[config.mk]
export PLATFORM = sky130hd
export DESIGN_NAME = pulse_channel_v2
export DESIGN_NICKNAME = d
export VERILOG_FILES = /design/src/rtl/apu_pkg.sv /design/src/rtl/pulse_envelope.sv /design/src/rtl/pulse_channel_v2.sv
export SDC_FILE = /design/constraint.sdc
export NUM_CORES = 1
export LEC_CHECK = 0
export CORE_ASPECT_RATIO = 1.4
export CORE_UTILIZATION = 38
export DETAILED_ROUTE_END_ITERATION = 10
export PLACE_DENSITY = 0.57
export SLEW_MARGIN = 20
export SYNTH_ARGS = -nofsm -noshare
export SYNTH_HDL_FRONTEND = slang
export SYNTH_SLANG_ARGS = --single-unit
[constraint.sdc]
create_clock -name apu_clk -period 6.2 [get_ports apu_clk]
set_input_delay 1.24 -clock apu_clk [delete_from_list [all_inputs] [get_ports apu_clk]]
set_output_delay 1.24 -clock apu_clk [all_outputs]
set_load 0.05 [all_outputs]
[src/rtl/apu_pkg.sv]
// Shared APU definitions: register map, duty sequences and the length-counter load table.
package apu_pkg;

    localparam logic [1:0] REG_CTRL     = 2'd0;
    localparam logic [1:0] REG_SWEEP    = 2'd1;
    localparam logic [1:0] REG_TIMER_LO = 2'd2;
    localparam logic [1:0] REG_TIMER_HI = 2'd3;

    // Entry [n] is duty setting n; bit [i] is the output level at sequence index i.
    localparam logic [3:0][7:0] DUTY_TABLE = {
        8'b11111001,
        8'b00011110,
        8'b00000110,
        8'b00000010
    };

    function automatic logic [7:0] len_lookup(input logic [4:0] idx);
        logic [7:0] len;
        len = 8'd0;
        case (idx)
            5'd0:  len = 8'd10;
            5'd1:  len = 8'd254;
            5'd2:  len = 8'd20;
            5'd3:  len = 8'd2;
            5'd4:  len = 8'd40;
            5'd5:  len = 8'd4;
            5'd6:  len = 8'd80;
            5'd7:  len = 8'd6;
            5'd8:  len = 8'd160;
            5'd9:  len = 8'd8;
            5'd10: len = 8'd60;
            5'd11: len = 8'd10;
            5'd12: len = 8'd14;
            5'd13: len = 8'd12;
            5'd14: len = 8'd26;
            5'd15: len = 8'd14;
            5'd16: len = 8'd12;
            5'd17: len = 8'd16;
            5'd18: len = 8'd24;
            5'd19: len = 8'd18;
            5'd20: len = 8'd48;
            5'd21: len = 8'd20;
            5'd22: len = 8'd96;
            5'd23: len = 8'd22;
            5'd24: len = 8'd192;
            5'd25: len = 8'd24;
            5'd26: len = 8'd72;
            5'd27: len = 8'd26;
            5'd28: len = 8'd16;
            5'd29: len = 8'd28;
            5'd30: len = 8'd32;
            5'd31: len = 8'd30;
            default: len = 8'd0;
        endcase
        return len;
    endfunction

endpackage

[src/rtl/pulse_envelope.sv]
// Envelope generator: start flag, divider and decay counter with optional loop.
// Shared by the pulse channels and the noise channel.
module pulse_envelope (
    input  logic       clk_i,
    input  logic       reset_i,
    input  logic       qtr_tick_i,
    input  logic       start_i,
    input  logic       loop_i,
    input  logic       const_vol_i,
    input  logic [3:0] volume_i,
    output logic [3:0] vol_o
);

    logic       start_q, start_d;
    logic [3:0] div_q, div_d;
    logic [3:0] decay_q, decay_d;

    always_comb begin
        start_d = start_q;
        div_d   = div_q;
        decay_d = decay_q;
        if (qtr_tick_i) begin
            if (start_q) begin
                start_d = 1'b0;
                div_d   = volume_i;
                decay_d = 4'hF;
            end else if (div_q == 4'd0) begin
                div_d = volume_i;
                if (decay_q != 4'd0) begin
                    decay_d = decay_q - 4'd1;
                end else if (loop_i) begin
                    decay_d = 4'hF;
                end
            end else begin
                div_d = div_q - 4'd1;
            end
        end
        // A restart that lands on a tick is kept for the following tick.
        if (start_i) begin
            start_d = 1'b1;
        end
    end

    always_ff @(posedge clk_i) begin
        if (reset_i) begin
            start_q <= 1'b0;
            div_q   <= 4'd0;
            decay_q <= 4'd0;
        end else begin
            start_q <= start_d;
            div_q   <= div_d;
            decay_q <= decay_d;
        end
    end

    assign vol_o = const_vol_i ? volume_i : decay_q;

endmodule

[src/rtl/pulse_channel_v2.sv]
// Second-generation APU pulse channel: write-strobe driven timer and duty sequencer,
// length counter, and sweep unit with period write-back and overflow muting.
module pulse_channel_v2
    import apu_pkg::*;
#(
    parameter bit SWEEP_ONES_COMP = 1'b0,
    parameter int MIN_PERIOD      = 8,
    parameter int OUT_W           = 5
) (
    input  logic                    apu_clk,
    input  logic                    reset,
    input  logic                    qtr_tick,
    input  logic                    hlf_tick,
    input  logic                    wr_en,
    input  logic [1:0]              wr_addr,
    input  logic [7:0]              wr_data,
    input  logic                    ch_enable,
    output logic                    active,
    output logic signed [OUT_W-1:0] pulse_out
);

    logic [7:0]              ctrl_q, ctrl_d;
    logic [7:0]              sweep_q, sweep_d;
    logic [7:0]              periodLo_q, periodLo_d;
    logic [2:0]              periodHi_q, periodHi_d;
    logic [7:0]              len_q, len_d;
    logic [10:0]             timer_q, timer_d;
    logic [2:0]              seq_q, seq_d;
    logic [2:0]              sweepDiv_q, sweepDiv_d;
    logic                    sweepReload_q, sweepReload_d;
    logic                    active_q;
    logic signed [OUT_W-1:0] pulseOut_q, pulseOut_d;

    logic [10:0] period;
    logic [10:0] sweepDelta;
    logic [11:0] sweepTarget;
    logic        sweepMute;
    logic        sweepWriteBack;
    logic        envStart;
    logic        dutyBit;
    logic [3:0]  volume;

    assign period     = {periodHi_q, periodLo_q};
    assign sweepDelta = period >> sweep_q[2:0];
    assign envStart   = wr_en && (wr_addr == REG_TIMER_HI);

    always_comb begin
        if (sweep_q[3]) begin
            sweepTarget = {1'b0, period} - {1'b0, sweepDelta} - 12'(SWEEP_ONES_COMP);
        end else begin
            sweepTarget = {1'b0, period} + {1'b0, sweepDelta};
        end
    end

    assign sweepMute = (period < 11'(MIN_PERIOD)) || (!sweep_q[3] && sweepTarget[11]);
    assign sweepWriteBack = hlf_tick && (sweepDiv_q == 3'd0) && sweep_q[7]
                         && (sweep_q[2:0] != 3'd0) && !sweepMute;

    pulse_envelope u_envelope (
        .clk_i       (apu_clk),
        .reset_i     (reset),
        .qtr_tick_i  (qtr_tick),
        .start_i     (envStart),
        .loop_i      (ctrl_q[5]),
        .const_vol_i (ctrl_q[4]),
        .volume_i    (ctrl_q[3:0]),
        .vol_o       (volume)
    );

    always_comb begin
        ctrl_d        = ctrl_q;
        sweep_d       = sweep_q;
        periodLo_d    = periodLo_q;
        periodHi_d    = periodHi_q;
        len_d         = len_q;
        timer_d       = timer_q;
        seq_d         = seq_q;
        sweepDiv_d    = sweepDiv_q;
        sweepReload_d = sweepReload_q;

        if (sweepWriteBack) begin
            periodLo_d = sweepTarget[7:0];
            periodHi_d = sweepTarget[10:8];
        end
        if (hlf_tick) begin
            if ((sweepDiv_q == 3'd0) || sweepReload_q) begin
                sweepDiv_d    = sweep_q[6:4];
                sweepReload_d = 1'b0;
            end else begin
                sweepDiv_d = sweepDiv_q - 3'd1;
            end
        end

        if (timer_q == 11'd0) begin
            timer_d = period;
            seq_d   = seq_q - 3'd1;
        end else begin
            timer_d = timer_q - 11'd1;
        end

        if (hlf_tick && !ctrl_q[5] && (len_q != 8'd0)) begin
            len_d = len_q - 8'd1;
        end

        // A CPU write to either period register discards the whole sweep write-back.
        if (wr_en) begin
            case (wr_addr)
                REG_CTRL: ctrl_d = wr_data;
                REG_SWEEP: begin
                    sweep_d       = wr_data;
                    sweepReload_d = 1'b1;
                end
                REG_TIMER_LO: begin
                    periodLo_d = wr_data;
                    periodHi_d = periodHi_q;
                end
                REG_TIMER_HI: begin
                    periodHi_d = wr_data[2:0];
                    periodLo_d = periodLo_q;
                    seq_d      = 3'd0;
                    if (ch_enable) begin
                        len_d = len_lookup(wr_data[7:3]);
                    end
                end
                default: ;
            endcase
        end

        if (!ch_enable) begin
            len_d = 8'd0;
        end
    end

    always_comb begin
        dutyBit = DUTY_TABLE[ctrl_q[7:6]][seq_q];
        if ((len_q == 8'd0) || sweepMute) begin
            pulseOut_d = '0;
        end else if (dutyBit) begin
            pulseOut_d = OUT_W'(volume);
        end else begin
            pulseOut_d = -OUT_W'(volume);
        end
    end

    always_ff @(posedge apu_clk) begin
        if (reset) begin
            ctrl_q        <= 8'd0;
            sweep_q       <= 8'd0;
            periodLo_q    <= 8'd0;
            periodHi_q    <= 3'd0;
            len_q         <= 8'd0;
            timer_q       <= 11'd0;
            seq_q         <= 3'd0;
            sweepDiv_q    <= 3'd0;
            sweepReload_q <= 1'b0;
            active_q      <= 1'b0;
            pulseOut_q    <= '0;
        end else begin
            ctrl_q        <= ctrl_d;
            sweep_q       <= sweep_d;
            periodLo_q    <= periodLo_d;
            periodHi_q    <= periodHi_d;
            len_q         <= len_d;
            timer_q       <= timer_d;
            seq_q         <= seq_d;
            sweepDiv_q    <= sweepDiv_d;
            sweepReload_q <= sweepReload_d;
            active_q      <= (len_q != 8'd0);
            pulseOut_q    <= pulseOut_d;
        end
    end

    assign active    = active_q;
    assign pulse_out = pulseOut_q;

endmodule
==> results.py, run 1 <==
metrics = {
    "logic_synthesis": {
        "synthesis.area_um2": 4980,
        "ys_seq_elements": 68,
        "synth_nets": 649,
        "synth_top_cell_by_area": "dfxtp_1",
        "synth_edf_count": 0,
        "yosysMostFrequentCell": "nor2_1",
        "async_flop_share_pct": 0,
        "ys_seq_area_share_pct": 27.4,
        "synth_common_cells": "nor2_1, dfxtp_1, a21oi_1",
        "synthFlopType": "dfxtp_1",
        "synth_area_leaders": "dfxtp_1, ha_1, mux2i_1",
        "synth.distinct_cells": 65,
        "synth_cells": 603,
        "synth_top_area_share_pct": 27.4,
        "yosys_warnings": 0,
        "syn_avg_cell_area_um2": 8.25,
    },
    "sta": {
        "min_period_ps": 5180,
        "worst_pin_slew_ps": 1070,
        "hold_violations": 0,
        "slew_viol_final": 0,
        "setup_viol": 0,
        "fin_ws_ps": 1020,
        "fmax_ghz": 0.193,
        "max-slew-margin-rel_pct": 28.5,
        "hold-worst-slack_ps": 478,
        "setup_tns_ps": 0,
        "fin_crit_sh_pct": 83.5,
        "skew_ps": 4.99,
        "rsz0062_at_grt": "false",
    },
    "cts": {
        "cts_resized": 0,
        "clkSlewWorstSetupHoldPaths_ps": 50,
        "clock_latency_ps": 330,
        "cts_tree": "built",
        "root_buffer": "clkbuf_16",
        "htreeDepth": 3,
        "cts_made_buffers": 9,
        "cts_sinks": 68,
        "cts_setup_buffers": 0,
        "cts_hold_buf": 0,
        "clockBufferDepth": 2,
    },
    "worst_setup_path": {
        "endpoint_kind": "flop",
        "path_max_fanout": 25,
        "r2r_slack_ps": 1020,
        "cp.required_ps": 6360,
        "crit_type": "reg -> reg",
        "cp_data_arrival_time_ps": 5340,
        "start_kind": "flop",
    },
    "placement": {
        "gp_congestion": 0.847,
        "numPortBuffers": 21,
        "dp_slack_ps": 1040,
        "dp_hpwl_mm": 8.98,
        "dpl_cell_area_um2": 5220,
    },
    "power_and_ir_drop": {
        "pwr-share-comb_pct": 38.3,
        "sequentialPowerShare_pct": 32.8,
        "switching_share_pct": 35.5,
        "p_clk_share_pct": 28.9,
        "internal-power_mw": 1.15,
        "p_total_mw": 1.78,
        "worst_ir_drop_vdd_mv": 0.205,
        "p_per_area_nw_per_um2": 322,
        "p_leak_nw": 2.09,
        "p_sw_mw": 0.632,
    },
    "floorplanning": {
        "die_w_um": 98.7,
        "boundaryPins": 22,
        "die_area_um2": 13600,
        "rows": 49,
        "start_util_pct": 38.8,
        "core_area_um2": 12800,
        "dieHeight_um": 137,
    },
    "route": {
        "dr.pass1.iters": 4,
        "drtAntennaViolNets": 0,
        "drt_iter0_drc": 212,
        "wl_per_cell_um": 16.2,
        "viasPerCell": 5.72,
        "drc": 0,
        "drt_wl_total_mm": 12.2,
        "num_vias": 4326,
    },
    "min_path": {
        "hold_class": "reg -> reg",
    },
    "global_routing": {
        "grt_usage_pct": 18.8,
        "grt_pass1_wl_mm": 20.0,
        "grt_pass1_vias": 4141,
        "grt_max_degree": 57,
        "antenna_found_initial": 0,
        "grt-ovfl-total": 0,
    },
    "status": {
        "status": "finished clean",
    },
    "layout": {
        "drive_above_1_share_pct": 7.30,
        "final_net_count": 644,
        "syn_to_final_growth_pct": 10.9,
        "diodes": 0,
        "stdcell_area_um2": 5520,
    },
    "flow_run": {
        "maxCapViolCount": 0,
    },
}
==> worst paths after layout <==
path | startpoint | endpoint | cells past startpoint
setup / recovery | sweep_q[2] | periodLo_q[1] | 17
hold / removal | u_envelope.div_q[0] | u_envelope.div_q[0] | 2
setup reg to reg | sweep_q[2] | periodLo_q[1] | 17
hold reg to reg | u_envelope.div_q[0] | u_envelope.div_q[0] | 2
==> per-stage QoR <==
| step | util (%) | cells |
|---|---|---|
| after CTS | 43.1 | 756 |
| final | 43.1 | 756 |
| after detailed placement | 40.7 | 740 |
| after global routing | 43.1 | 756 |
| after floorplan | - | 603 |
| after global placement | 40.7 | 740 |
==> critical path: stages, from the launching register on <==
cell and delay (ps):
dfxtp_1 850, mux4_1 430, mux2_4 300, inv_1 60, ha_1 150, and3_1 180, nor2b_1 270, a21oi_1 120
o32a_1 330, ha_1 360, a21o_1 200, a21o_1 160, a21oi_1 120, o21ai_0 110, xnor2_1 190, o211ai_2 730
mux2i_1 320, a211oi_2 90
==> power groups by stage <==
stage / sequential [mW] / clock, mW / combinational (mW)
after global placement: 0.589 / 0 / 0.667
after detailed placement: 0.591 / 0 / 0.681
after CTS: 0.583 / 0.528 / 0.686
after floorplan: 0.584 / 0 / 0.544
after global routing: 0.594 / 0.544 / 0.774
final: 0.583 / 0.515 / 0.680
==> flip-flops by register name (all words and copies together), names as in the netlist <==
name and count:
timer_q 11, ctrl_q 8, len_q 8, periodLo_q 8, sweep_q 8, pulse_out 5, u_envelope.decay_q 4, u_envelope.div_q 4
periodHi_q 3, seq_q 3, sweepDiv_q 3, active 1, sweepReload_q 1, u_envelope.start_q 1
==> layer usage <==
metal,share of wire (%),track usage [%],up-vias
met2,53,36.0,82
met5,0,0,-
met3,2.5,2.13,24
li1,-,-,2159
met4,2.7,10.2,0
met1,42,20.2,2061
==> kinds of logic (layout without fill, tap and decap cells) <==
family                     Yosys count  in the layout  share of synthesized area (%)
muxes                               47             47                           11.6
and+or+nand+nor                    196            196                           19.3
AOI/OAI and AO/OA                  161            161                           22.2
xor gates and xnor gates            36             36                           6.33
DFF                                 68             68                           27.4
buffers and inverters               65             65                           5.56
adders and majority gates           30             30                           7.69
==> layout make-up <==
type / count / area, µm²
inverters: 24 / 90.1
flip-flops and latches: 68 / 1360
repair buffers: 25 / 235
clock inverters: 4 / 47.5
fillers: 1273 / 7290
well taps: 153 / 191
multi-input cells: 470 / 3340
clock buffers: 12 / 256
==> cells in the final DEF (no fill, tap or decap), drive strengths merged, types with 4 or more instances in the layout <==
master	count
or3	5
o21bai	4
o211ai	6
and3	4
nor4	8
xnor2	18
a21o	8
ha	29
dfxtp	68
nand2	27
o21a	7
mux2i	36
xor2	18
buf	5
mux4	6
a2111oi	5
nor2b	19
clkdlybuf4s50	20
a21oi	43
o21ai	25
nand2b	11
nor3b	4
a211oi	34
mux2	5
nor3	15
nor2	87
inv	24
o22ai	4
clkbuf	12
Power figures use the tool's default switching activity.
==> run 2: changes to the inputs <==
PLACE_DENSITY = 0.59   (was 0.57)
clock period = 4.4 ns   (was 6.2 ns; I/O delays follow)
==> run 2 against run 1 <==
Effect of this change:
- critical path type unchanged
- global-route usage rose by 0.68 points
- clock power rose by 55%
- setup slack got worse by 840 ps
- critical path depth rose by 1
- largest power group unchanged
- non-clock buffer count rose by 26
==> results.py, run 2 (same netlist as run 1, synthesis figures left out) <==
metrics = {
    "worst_setup_path": {
        "r2r_slack_ps": 180,
        "timing.rr.start": "sweep_q[1]",
        "path_max_fanout": 10,
        "crit_type": "reg -> reg",
        "endpoint_kind": "flop",
        "cp_data_arrival_time_ps": 4490,
        "start_kind": "flop",
        "cp.required_ps": 4680,
        "setup.worst_path.start": "sweep_q[1]",
    },
    "floorplanning": {
        "die_area_um2": 13600,
        "die_w_um": 98.7,
        "rows": 49,
        "core_area_um2": 12800,
        "boundaryPins": 22,
        "start_util_pct": 38.8,
        "dieHeight_um": 137,
    },
    "layout": {
        "diodes": 0,
        "final_cell_mix": "nor2_1, dfxtp_1, a21oi_1",
        "stdcell_area_um2": 5770,
        "final_cell_count_no_fill": 782,
        "largest_register_ffs": 11,
        "final_net_count": 670,
        "fill_cells": 1231,
        "multiInputGateArea_um2": 3360,
        "syn_to_final_growth_pct": 15.9,
        "drive_above_1_share_pct": 12.1,
        "final_common_cell": "nor2_1",
        "seq_area_um2": 1360,
        "largest-register": "timer_q",
    },
    "route": {
        "drc": 0,
        "drtAntennaViolNets": 0,
        "num_vias": 4400,
        "viasPerCell": 5.63,
        "wl_per_cell_um": 16.1,
        "drt_wl_total_mm": 12.6,
        "drt_iter0_drc": 248,
        "dr.pass1.iters": 5,
    },
    "power_and_ir_drop": {
        "worst_ir_drop_vdd_mv": 0.372,
        "p_leak_nw": 2.23,
        "p_total_mw": 2.62,
        "p_per_area_nw_per_um2": 454,
    },
    "min_path": {
        "hold_class": "reg -> reg",
        "hp-start": "u_envelope.div_q[0]",
    },
    "cts": {
        "cts_made_buffers": 9,
        "root_buffer": "clkbuf_16",
        "htreeDepth": 3,
        "cts_sinks": 68,
        "clkSlewWorstSetupHoldPaths_ps": 60,
        "clock_latency_ps": 330,
        "cts_tree": "built",
        "clockBufferDepth": 2,
    },
    "sta": {
        "fmax_ghz": 0.237,
        "fin_crit_sh_pct": 95.9,
        "slew_viol_final": 0,
        "max-slew-margin-rel_pct": 36.6,
        "hold_violations": 0,
        "min_period_ps": 4220,
        "setup_viol": 0,
        "hold-worst-slack_ps": 475,
        "worst_pin_slew_ps": 942,
        "skew_ps": 5.73,
    },
    "flow_run": {
        "maxCapViolCount": 0,
    },
    "placement": {
        "dpl_cell_area_um2": 5410,
        "numPortBuffers": 21,
        "gp_congestion": 0.904,
        "dp_hpwl_mm": 9.52,
        "place_inst": 765,
    },
    "global_routing": {
        "grt_pass1_vias": 4220,
        "antenna_found_initial": 0,
        "grt_max_degree": 55,
        "grt_usage_pct": 19.5,
        "grt_pass1_wl_mm": 20.9,
        "grt-ovfl-total": 0,
    },
    "status": {
        "status": "finished clean",
    },
}
run 2: cell types whose count changed in the layout (fill, tap and decap cells not counted), sizes merged:
cell,previous run,this run
buf,5,31
bufinv,1,2
clkbuf,12,10
clkinv,2,1
inv,24,26
run 2: routing by layer:
layer  part of all wire [%]  vias up  track usage (%)
met2                     53       70             37.4
met3                    2.2       26             2.38
li1                       -     2206                -
met5                      0        -                0
met4                    3.2        0             9.29
met1                     41     2098             21.3
run 2: worst paths after layout:
kind,cells past startpoint,endpoint
max reg2reg,18,periodHi_q[1]
max,18,periodHi_q[1]
min,2,u_envelope.div_q[0]
min reg2reg,2,u_envelope.div_q[0]
run 2: cell type report:
| cell class | count | share of cell area (%) |
|---|---|---|
| Multi-Input combinational cell | 470 | 58.2 |
| Sequential cell | 68 | 23.6 |
| Clock inverter | 6 | 1.63 |
| Clock buffer | 10 | 4.14 |
| Inverter | 24 | 1.56 |
| Timing Repair Buffer | 51 | 7.59 |
| Tap cell | 153 | 3.32 |
run 2: stage by stage:
step | utilization (%) | setup slack, ps | setup TNS (ps)
detailed placement | 42.2 | 67.0 | 0
global route | 45.0 | -16.9 | -32.2
finish | 45.0 | 181 | 0
CTS | 44.8 | 41.6 | 0
global placement | 42.2 | 222 | 0
floorplan | - | 141 | 0
run 2: worst max-delay path: stages, from the launching register on:
cell and delay, ps:
dfxtp_2 390, mux4_1 560, mux2_4 290, inv_1 60, ha_1 150, and3_1 190, nor2b_2 170, a21oi_1 70
o32a_1 320, ha_1 290, a21o_1 180, a21o_1 170, a21oi_1 140, o21ai_0 110, xnor2_1 270, o211ai_2 120
buf_4 200, a221oi_1 300, o31a_1 180
run 2: report_power, final:
part           switching [mW]  internal, mW  total (mW)  leakage (nW)
clock network           0.280         0.516       0.796         0.160
registers              0.0900         0.718       0.808         0.556
logic                   0.559         0.456        1.02          1.51
run 2: timing repair:
action | CTS | global route
resized for setup | 0 | 8
buffers inserted | 0 | 1
endpoints found under the setup margin | 0 | 16
hold buffers | 0 | 0
==> run 3: changes to the inputs <==
DONT_BUFFER_PORTS = 1   (was unset)
PLACE_DENSITY = 0.57   (was 0.59)
==> run 3 against run 2 <==
Effect of this change:
- die area stayed put
- setup slack better by 100 ps
- final cell count is 3.6% lower
- register-to-register slack better by 100 ps
- worst hold slack worse by 4.3 ps
- sequential share of layout area is 0.95 points higher
- clock skew hardly changed
- maximum frequency is 2.5% higher
- global-route usage is 0.37 points lower
- critical path depth stayed put
- power is 0.88% lower
- sequential power is 3.5% higher
- largest cell class unchanged
- highest routed layer unchanged
==> results.py, run 3 (same netlist as run 1, synthesis figures left out) <==
metrics = {
    "floorplanning": {
        "start_util_pct": 38.8,
        "die_area_um2": 13600,
        "core_area_um2": 12800,
        "boundaryPins": 22,
        "rows": 49,
        "dieHeight_um": 137,
        "die_w_um": 98.7,
    },
    "cts": {
        "cts_made_buffers": 9,
        "clkSlewWorstSetupHoldPaths_ps": 60,
        "clockBufferDepth": 2,
        "cts_tree": "built",
        "clock_latency_ps": 330,
        "root_buffer": "clkbuf_16",
        "htreeDepth": 3,
        "cts_sinks": 68,
    },
    "worst_setup_path": {
        "timing.rr.start": "sweep_q[1]",
        "crit_type": "reg -> reg",
        "cp.required_ps": 4630,
        "r2r_end": "periodHi_q[0]",
        "r2r_slack_ps": 280,
        "endpoint": "periodHi_q[0]",
        "cp_data_arrival_time_ps": 4350,
        "r2r_cells": 18,
        "setup.worst_path.start": "sweep_q[1]",
        "endpoint_kind": "flop",
        "start_kind": "flop",
        "path_max_fanout": 7,
    },
    "placement": {
        "numPortBuffers": 0,
        "dp_hpwl_mm": 9.52,
        "dpl_cell_area_um2": 5140,
        "gp_congestion": 0.845,
    },
    "layout": {
        "drive_above_1_share_pct": 11.8,
        "diodes": 0,
        "largest_register_ffs": 11,
        "stdcell_area_um2": 5560,
        "fill_cells": 1240,
        "final_common_cell": "nor2_1",
        "final_cell_mix": "nor2_1, dfxtp_1, a21oi_1",
        "largest-register": "timer_q",
        "final_net_count": 642,
        "seq_area_um2": 1370,
        "syn_to_final_growth_pct": 11.7,
        "multiInputGateArea_um2": 3370,
    },
    "global_routing": {
        "grt-ovfl-total": 0,
        "gr-usage-met1_pct": 19.8,
        "grt_usage_pct": 19.1,
        "grt_pass1_wl_mm": 20.2,
        "use_met2_pct": 35.6,
        "grt_pass1_vias": 4183,
        "antenna_found_initial": 0,
        "use_met3_pct": 3.70,
        "grt-busiest-layer": "met2",
        "grt_max_degree": 57,
    },
    "flow_run": {
        "maxCapViolCount": 0,
    },
    "sta": {
        "fmax_ghz": 0.243,
        "min_period_ps": 4120,
        "setup_viol": 0,
        "worst_pin_slew_ps": 934,
        "setup_tns_ps": 0,
        "rsz0062_at_grt": "false",
        "fin_crit_sh_pct": 93.5,
        "max-slew-margin-rel_pct": 37.2,
        "hold_violations": 0,
        "slew_viol_final": 0,
        "skew_ps": 6.00,
    },
    "power_and_ir_drop": {
        "p_leak_nw": 2.13,
        "worst_ir_drop_vdd_mv": 0.299,
        "p_per_area_nw_per_um2": 467,
    },
    "route": {
        "drt_iter0_drc": 177,
        "wl_per_cell_um": 16.8,
        "drc": 0,
        "num_vias": 4315,
        "viasPerCell": 5.72,
        "drtAntennaViolNets": 0,
        "drt_wl_total_mm": 12.7,
        "dr.pass1.iters": 4,
    },
    "min_path": {
        "hold_class": "reg -> reg",
        "hold_path_depth": 1,
    },
    "status": {
        "status": "finished clean",
    },
}
-- run 3: cell count changes in the layout (fill, tap and decap cells not counted), sizes merged --
cell,previous run,this run
inv,26,24
buf,31,23
clkinv,1,2
bufinv,2,3
clkdlybuf4s50,20,0
-- run 3: through the flow --
step	utilization, %	setup slack [ps]	std cells	hold WS, ps	total power, mW
5_1_grt	43.4	23.7	754	484	2.77
3_5_place_dp	40.1	52.3	736	460	1.77
6_report	43.4	284	754	470	2.60
4_1_cts	42.8	26.1	752	471	2.60
2_1_floorplan	-	141	603	437	1.59
3_3_place_gp	40.1	172	736	458	1.74
-- run 3: timing repair --
action / CTS / global route
endpoints found under the setup margin: 0 / 13
hold buffers: 0 / 0
setup buffers: 0 / 1
gates resized for setup: 0 / 17
-- run 3: worst min-delay path by stage --
stage	start	end	slack (ps)
floorplan	timer_q[0]	timer_q[0]	440
global placement	u_envelope.div_q[0]	u_envelope.div_q[0]	460
detailed placement	timer_q[0]	timer_q[0]	460
CTS	timer_q[0]	timer_q[0]	470
global route	u_envelope.div_q[0]	u_envelope.div_q[0]	480
finish	timer_q[0]	timer_q[0]	470
-- run 3: power breakdown --
part / total [mW] / leakage (nW) / internal, mW / switching, mW
registers: 0.836 / 0.557 / 0.718 / 0.118
clock network: 0.825 / 0.169 / 0.568 / 0.256
logic: 0.936 / 1.40 / 0.432 / 0.504
-- run 3: layout make-up --
class | instances | share of cell area (%)
clock inverter | 6 | 2.00
timing repair buffer | 23 | 3.46
clock buffer | 10 | 4.30
sequential | 68 | 24.6
multi-input combinational | 470 | 60.6
inverter | 24 | 1.62
tap | 153 | 3.44
-- run 3: per-layer routing --
layer,vias up,share of wire [%]
met5,-,0
met4,0,4.4
met3,34,3.4
met2,92,52
met1,2032,40
li1,2157,-
-- run 3: critical path: stages, from the launching register on --
cell and delay (ps):
dfxtp_4 370, mux4_1 540, mux2_4 300, inv_1 60, ha_2 170, and3_4 180, nor2b_2 150, a21oi_1 70
o32a_1 350, ha_4 230, a21o_1 180, a21o_1 170, a21oi_1 120, o21ai_0 110, xnor2_1 260, o211ai_2 180
buf_6 190, o21a_1 180, a211oi_1 230
